**src/rtl/fetch.sv**
```systemverilog
// Instruction fetch stage: owns the PC, drives a 1-cycle synchronous instruction memory
// and streams {pc, ir} beats to decode. Define FETCH_PERF_EN to add perf_fetched/perf_flushed.
module fetch #(
   parameter logic [31:0] RESET_ADDR   = 32'h0000_0000,
   parameter int          IMEM_LATENCY = 1
) (
   input  logic        clk,
   input  logic        resetn,
   input  logic        stall,
   input  logic        bubble,
   input  logic        jump_tvalid,
   input  logic [31:0] jump_tdata,
   output logic        imem_en,
   output logic [31:0] imem_addr,
   input  logic [31:0] imem_rdata,
   output logic        decode_tvalid,
   input  logic        decode_tready,
   output logic [63:0] decode_tdata,
`ifdef FETCH_PERF_EN
   output logic [31:0] perf_fetched,
   output logic [31:0] perf_flushed,
`endif
   output logic [1:0]  dbg_state
);

   if (IMEM_LATENCY != 1) begin : g_latency_check
      $error("fetch: only IMEM_LATENCY=1 is supported");
   end

   typedef enum logic [1:0] {BOOT = 2'd0, RUN = 2'd1, FLUSH = 2'd2} state_t;

   state_t      state_q, state_d;
   logic [31:0] pc_q, pc_d;
   logic        req_q, req_d;
   logic [31:0] req_pc_q, req_pc_d;
   logic        a_v_q, a_v_d;
   logic [63:0] a_data_q, a_data_d;
   logic        b_v_q, b_v_d;
   logic [63:0] b_data_q, b_data_d;
   logic        drop, live_v, accept, issue;
   logic [63:0] live_data;

   always_ff @(posedge clk or negedge resetn) begin
      if (!resetn) state_q <= BOOT;
      else         state_q <= state_d;
   end

   always_comb begin
      state_d = state_q;
      case (state_q)
         BOOT:    state_d = RUN;
         RUN:     if (!jump_tvalid && bubble) state_d = FLUSH;
         FLUSH:   if (jump_tvalid) state_d = RUN;
         default: state_d = BOOT;
      endcase
   end

   // A request is only issued if its response is guaranteed a slot: skid empty after this cycle.
   always_comb begin
      issue     = (state_q == RUN) & ~stall & ~bubble & ~jump_tvalid & ~b_v_d;
      imem_en   = issue;
      imem_addr = pc_q;
      dbg_state = state_q;
   end

   // Handshake: a beat transfers when decode_tvalid & decode_tready at a rising edge; an
   // unaccepted beat is parked in a_* and re-presented unchanged until it transfers.
   always_comb begin
      drop          = jump_tvalid | (state_q == FLUSH) | ((state_q == RUN) & bubble);
      live_v        = req_q & ~drop;
      live_data     = {req_pc_q, imem_rdata};
      decode_tvalid = a_v_q | live_v;
      decode_tdata  = a_v_q ? a_data_q : (live_v ? live_data : 64'd0);
      accept        = decode_tvalid & decode_tready;
      a_v_d         = a_v_q;
      a_data_d      = a_data_q;
      b_v_d         = b_v_q;
      b_data_d      = b_data_q;
      if (a_v_q) begin
         if (accept) begin
            a_v_d    = b_v_q | live_v;
            a_data_d = b_v_q ? b_data_q : live_data;
            b_v_d    = b_v_q & live_v;
            b_data_d = live_data;
         end else if (!b_v_q) begin
            b_v_d    = live_v;
            b_data_d = live_data;
         end
      end else begin
         a_v_d    = live_v & ~accept;
         a_data_d = live_data;
      end
   end

   always_comb begin
      pc_d     = pc_q;
      req_d    = issue;
      req_pc_d = req_pc_q;
      if (jump_tvalid) begin
         pc_d = jump_tdata & 32'hFFFF_FFFC;
      end else if (issue) begin
         pc_d = pc_q + 32'd4;
      end
      if (issue) req_pc_d = pc_q;
   end

   always_ff @(posedge clk or negedge resetn) begin
      if (!resetn) begin
         pc_q     <= RESET_ADDR;
         req_q    <= 1'b0;
         req_pc_q <= RESET_ADDR;
         a_v_q    <= 1'b0;
         a_data_q <= 64'd0;
         b_v_q    <= 1'b0;
         b_data_q <= 64'd0;
      end else begin
         pc_q     <= pc_d;
         req_q    <= req_d;
         req_pc_q <= req_pc_d;
         a_v_q    <= a_v_d;
         a_data_q <= a_data_d;
         b_v_q    <= b_v_d;
         b_data_q <= b_data_d;
      end
   end

`ifdef FETCH_PERF_EN
   logic [31:0] perf_fetched_q, perf_fetched_d;
   logic [31:0] perf_flushed_q, perf_flushed_d;

   always_comb begin
      perf_fetched_d = perf_fetched_q + {31'd0, accept};
      perf_flushed_d = perf_flushed_q + {31'd0, req_q & drop};
   end

   always_ff @(posedge clk or negedge resetn) begin
      if (!resetn) begin
         perf_fetched_q <= 32'd0;
         perf_flushed_q <= 32'd0;
      end else begin
         perf_fetched_q <= perf_fetched_d;
         perf_flushed_q <= perf_flushed_d;
      end
   end

   assign perf_fetched = perf_fetched_q;
   assign perf_flushed = perf_flushed_q;
`endif

endmodule

```
**config.mk**
```make
export PLATFORM = sky130hd
export DESIGN_NAME = fetch
export DESIGN_NICKNAME = d
export VERILOG_FILES = /design/src/rtl/fetch.sv
export SDC_FILE = /design/constraint.sdc
export NUM_CORES = 1
export LEC_CHECK = 0
export CAP_MARGIN = 10
export CORE_ASPECT_RATIO = 0.8
export CORE_MARGIN = 3
export CORE_UTILIZATION = 57
export CTS_BUF_LIST = sky130_fd_sc_hd__clkbuf_16
export CTS_CLUSTER_DIAMETER = 30
export CTS_CLUSTER_SIZE = 8
export DETAILED_ROUTE_END_ITERATION = 10
export GPL_TIMING_DRIVEN = 0
export PLACE_DENSITY = 0.91
export SYNTH_ARGS = -nofsm -noshare
export SYNTH_HDL_FRONTEND = slang
export SYNTH_SLANG_ARGS = --single-unit
```
**constraint.sdc**
```tcl
create_clock -name clk -period 7.3 [get_ports clk]
set_input_delay 2.19 -clock clk [delete_from_list [all_inputs] [get_ports clk]]
set_output_delay 2.19 -clock clk [all_outputs]
set_load 0.03 [all_outputs]
```
Word level (Yosys, flattened, before mapping)
Cells that the tools add are included.
{"block": "word_totals", "ff_bits": 197, "inputBits": 70, "out_inout_bits": 100}
{"block": "classes", "n_addsub": 1, "n_eq_ne": 5, "n_mux": 16, "bitwise": 19, "reduce_logical": 5}
{"op": "64-bit two-way mux", "count": 6}
{"op": "32-bit two-way mux", "count": 2}
{"op": "32-bit by 3-bit adder with 32-bit output, second input constant", "count": 1}
{"op": "1-bit AND", "count": 9}
{"op": "1-bit inverter", "count": 6}
{"op": "2-bit one-hot mux with 3 select lines", "count": 1}
{"op": "1-bit two-way mux", "count": 5}
{"op": "2-bit two-way mux", "count": 2}
{"op": "2-bit inequality test, second input constant", "count": 2}
{"op": "1-bit bitwise OR", "count": 4}
{"op": "2-bit by 1-bit equality test with 1-bit output, second input constant", "count": 1}
{"op": "2-bit equality test, second input constant", "count": 1}
{"op": "2-bit logical NOT", "count": 1}
{"op": "2-bit by 1-bit inequality test with 1-bit output, second input constant", "count": 1}
{"op": "2-bit AND reduction", "count": 1}
{"op": "2-bit nonzero test", "count": 1}
{"op": "1-bit logical AND", "count": 1}
{"op": "1-bit logical NOT", "count": 1}

Longest topological paths before layout
{"block": "logic_depth", "ltp_word": 13, "mapped_depth": 8, "ltp_nobuf": 6}

Worst setup path before layout
OpenSTA, ideal clock, no wires.
{"block": "synth_timing", "kind": "input to output", "from": "input port jump_tvalid", "to": "output port decode_tdata[13]", "t_arrival_ns": 3.844, "slack_ns": 1.266, "cell_stages": 7, "cell_sequence": "buf_2 -> inv_2 -> and4_1 -> buf_2 -> buf_1 -> nand2_1 -> o21ai_0"}
{"block": "synth_via", "elab_chain_cells": 6}
{"element": "start: declaration", "line": "11", "rtl": "input logic jump_tvalid,"}
{"element": "1-bit bitwise OR (2 in series)", "line": "69", "rtl": "drop = jump_tvalid | (state_q == FLUSH) | ((state_q == RUN) & bubble);"}
{"element": "1-bit inverter", "line": "70", "rtl": "live_v = req_q & ~drop;"}
{"element": "1-bit AND", "line": "70"}
{"element": "64-bit two-way mux (2 in series)", "line": "73", "rtl": "decode_tdata = a_v_q ? a_data_q : (live_v ? live_data : 64'd0);"}
{"element": "end: declaration", "line": "18", "rtl": "output logic [63:0] decode_tdata,"}
No other way between the ends.

Final worst setup path
{"block": "layout_timing", "from": "input port bubble", "to": "output port decode_tdata[34]"}
{"block": "layout_via", "elab_chain_cells": 6}
{"element": "start: declaration", "line": "10", "rtl": "input logic bubble,"}
{"element": "1-bit AND", "line": "69"}
{"element": "1-bit bitwise OR", "line": "69"}
{"element": "1-bit inverter", "line": "70"}
{"element": "1-bit AND", "line": "70"}
{"element": "64-bit two-way mux (2 in series)", "line": "73"}
No other way between the ends.

==> key figures <==
Clock tree
  • Clock buffer depth: 2
  • Hold Buf Count CTS: 0
  • H-Tree Depth: 4
  • CTS Sinks: 193
  • CTS tree: yes
  • CTS resizes: 0
  • Clock latency on the worst-skew pair: 430 ps
  • Setup Fix Bufs, Post-CTS: 0
  • Root buffer cell: clkbuf_16
  • Num CTS Buffers: 17
  • Clk slew on worst S/H paths: 60 ps

Die
  • Die area: 18,200 um2
  • Rows: 41
  • Initial Utilization: 59.1%
  • Die Wd: 150 um
  • Die Y: 121 um
  • Ports: 170
  • Core footprint: 16,000 um2

Finish
  • Nets: 1,255
  • Layout cells sized above 1: 12.9%
  • Antenna cell count: 0
  • Area Overhead vs Synth: 26.5%
  • Fin area: 12,000 um2

Critical path
  • Slowest cell on the critical path: clkdlybuf4s50_1
  • Critical Path Sink Type: output pin
  • Startpoint type of the worst setup path: input port
  • CP peak stage delay: 720 ps
  • CP max FO: 10
  • Crit Reg-Reg Endpoint: a_data_q[45]
  • Cell count of the worst reg-to-reg path: 6
  • CP arrival: 4950 ps
  • R2R Setup Slk: 4890 ps
  • Worst path cell trace: clkdlybuf4s50_1 > nand3b_1 > and4_1 > buf_2 > buf_1 > nand2_1 > o21ai_0 > clkdlybuf4s50_1
  • WS Path Type: in2out
  • Required time of the critical path: 5110 ps
  • Crit path top cell by count: clkdlybuf4s50_1
  • FF-to-FF Start: a_v_q

Worst hold path
  • WHS Endpoint: b_data_q[33]
  • HP Class: reg2reg
  • Hold Path Origin: b_data_q[33]
  • Hold depth: 1

Job
  • Maxcap violations: 0

Synthesis
  • Top_reg_cell synth: dfrtp_1
  • Ys async rst share: 100%
  • Cell variety after synth: 45
  • Most frequent cells after synthesis: dfrtp_1, nand2_1, o21ai_0, mux2_2, nor2_1
  • Mapped Area: 9460 um2
  • Synth area leaders: dfrtp_1, mux2_2, o21ai_0
  • Number of flops mapped to enable cells by yosys: 0
  • Synthesized area per cell: 9.47 um2
  • Post-synthesis cell count: 999
  • Largest area contributor in the netlist: dfrtp_1
  • Seq/Total Area, Yosys: 51.0%
  • Area share of the largest cell type after synthesis: 51.0%
  • Synth Register Bits: 193
  • Cell with the most instances after synthesis: dfrtp_1
  • Synth warnings: 0

STA
  • Post-route clock skew: 8.98 ps
  • Fmax: 0.140 GHz
  • Final Hold Viols: 0
  • Relative slew slack: 56.3%
  • RSZ-0062 raised after global routing: false
  • Tightest Pin Transition: 655 ps
  • Hold Slack: 498 ps
  • Post-route setup slack: 161 ps
  • Final min period: 7140 ps
  • Slew Limit Fails: 0
  • Final Cycle Share: 97.8%
  • Setup violators final: 0
  • Setup TNS: 0 ps

Place
  • Pre-CTS setup slack: 73.6 ps
  • Placement Cell Area: 11,400 um2
  • RD Place Congestion: 0.860
  • Post-DP HPWL: 18.3 mm
  • I/O Buffers: 164

Global routing
  • Initial antenna violation count: 0
  • Largest net degree at the start of global routing: 109
  • Vias in the first global route: 8,209
  • GR Util All Layers: 29.0%
  • Overflow after GRT: 0
  • First-pass GRT wire length: 41.8 mm

Routing
  • Vias: 8,448
  • Post-Route WL: 25.7 mm
  • DR vias/cell: 5.98
  • WL/cell: 18.2 um
  • First-pass detailed-route iteration total: 5
  • DRC: 0
  • Detailed Route Iter0 Violations: 764
  • Post-DRT Antenna Nets: 0

Pwr
  • Pwr dens: 246 nW/um2
  • Power, Total: 0.00295 W
  • LEAKAGE: 4.84 nW
  • Worst vdd ir: 182 uV

Run status
  • Status: finished clean
[cell type report]
class                   count  area [um2]
repair buffers            165        1670
clock buffers              17         425
plain buffers              81         358
fillers                  1101        4040
flip-flops and latches    193        4830
multi-input cells         717        4250
clock inverters            15         128
well taps                 215         269
inverters                   9        33.8
[state kept, by name, indices dropped and copies added, names as in the netlist]
name / cells
a_v_q: 1
req_q: 1
b_v_q: 1
b_data_q: 64
a_data_q: 64
imem_addr: 30
dbg_state: 2
req_pc_q: 30
[cells by family after synthesis]
| kind of cell | count (synthesis) | synth area share [%] |
|---|---|---|
| AND/OR/NAND/NOR | 348 | 17.2 |
| AO/OA/AOI/OAI | 256 | 14.9 |
| flip-flops | 193 | 51.0 |
| multiplexers | 94 | 11.2 |
| buffers and inverters | 90 | 4.09 |
| XOR/XNOR | 16 | 1.48 |
| adder cells (fa/ha/maj) | 1 | 0.132 |
| other | 1 | 0.0396 |
[how the worst max path moves through the flow]
stage | from | to | cells after the start
after floorplan | jump_tvalid | decode_tdata[13] | 7
after global placement | resetn | imem_addr[24] | 1
after detailed placement | bubble | decode_tdata[22] | 8
after CTS | bubble | decode_tdata[61] | 8
after global routing | bubble | decode_tdata[34] | 8
final | bubble | decode_tdata[34] | 8
[critical path, delay by kind of cell]
family	cells	cell delay (ps)
AOI/OAI and AO/OA	1	200
buffers and inverters	4	1920
and+or+nand+nor	3	630
[routing by layer]
layer / wire (um) / up-vias / track usage, %
met3: 2510 / 48 / 5.60
met2: 12000 / 467 / 45.7
met1: 10700 / 4087 / 41.3
met4: 515 / 0 / 8.63
met5: 0 / - / 0
li1: - / 3846 / -
[per-stage QoR]
step	utilization [%]	std cells
after floorplan	-	1000
after global placement	71.1	1379
after detailed placement	71.3	1380
after CTS	74.7	1412
after global routing	74.8	1412
final	74.8	1412
[cells in the final DEF (no fill, tap or decap), types with 3 or more instances in the layout]
master	synthesis	final
inv_1	7	10
or3_1	69	69
and3_1	4	4
clkbuf_2	0	4
clkdlybuf4s50_1	0	163
buf_2	12	12
a21oi_1	66	66
and2_1	8	8
buf_4	5	5
o211ai_1	10	10
xor2_1	12	12
a21boi_0	3	3
nor3_1	3	3
nand2_1	161	161
clkinv_1	1	3
buf_1	8	4
clkbuf_16	0	17
o2111ai_1	10	10
a31oi_1	9	9
o31ai_1	3	3
o21ai_0	148	148
nand3_1	8	8
or2_2	3	3
mux2_2	93	93
and4_1	5	5
clkbuf_1	54	54
or4_1	4	4
dfrtp_1	193	193
xnor2_1	4	4
clkinv_2	0	5
nor2_1	74	74
[where the power goes]
part | internal, W | switching, W | total (W)
Clock | 0.000495 | 0.000391 | 0.000886
Combinational | 0.000277 | 0.000258 | 0.000535
Sequential | 0.00133 | 0.000199 | 0.00153
Total | 0.00210 | 0.000848 | 0.00295
Note: power is estimated with default switching activity, not from simulation.
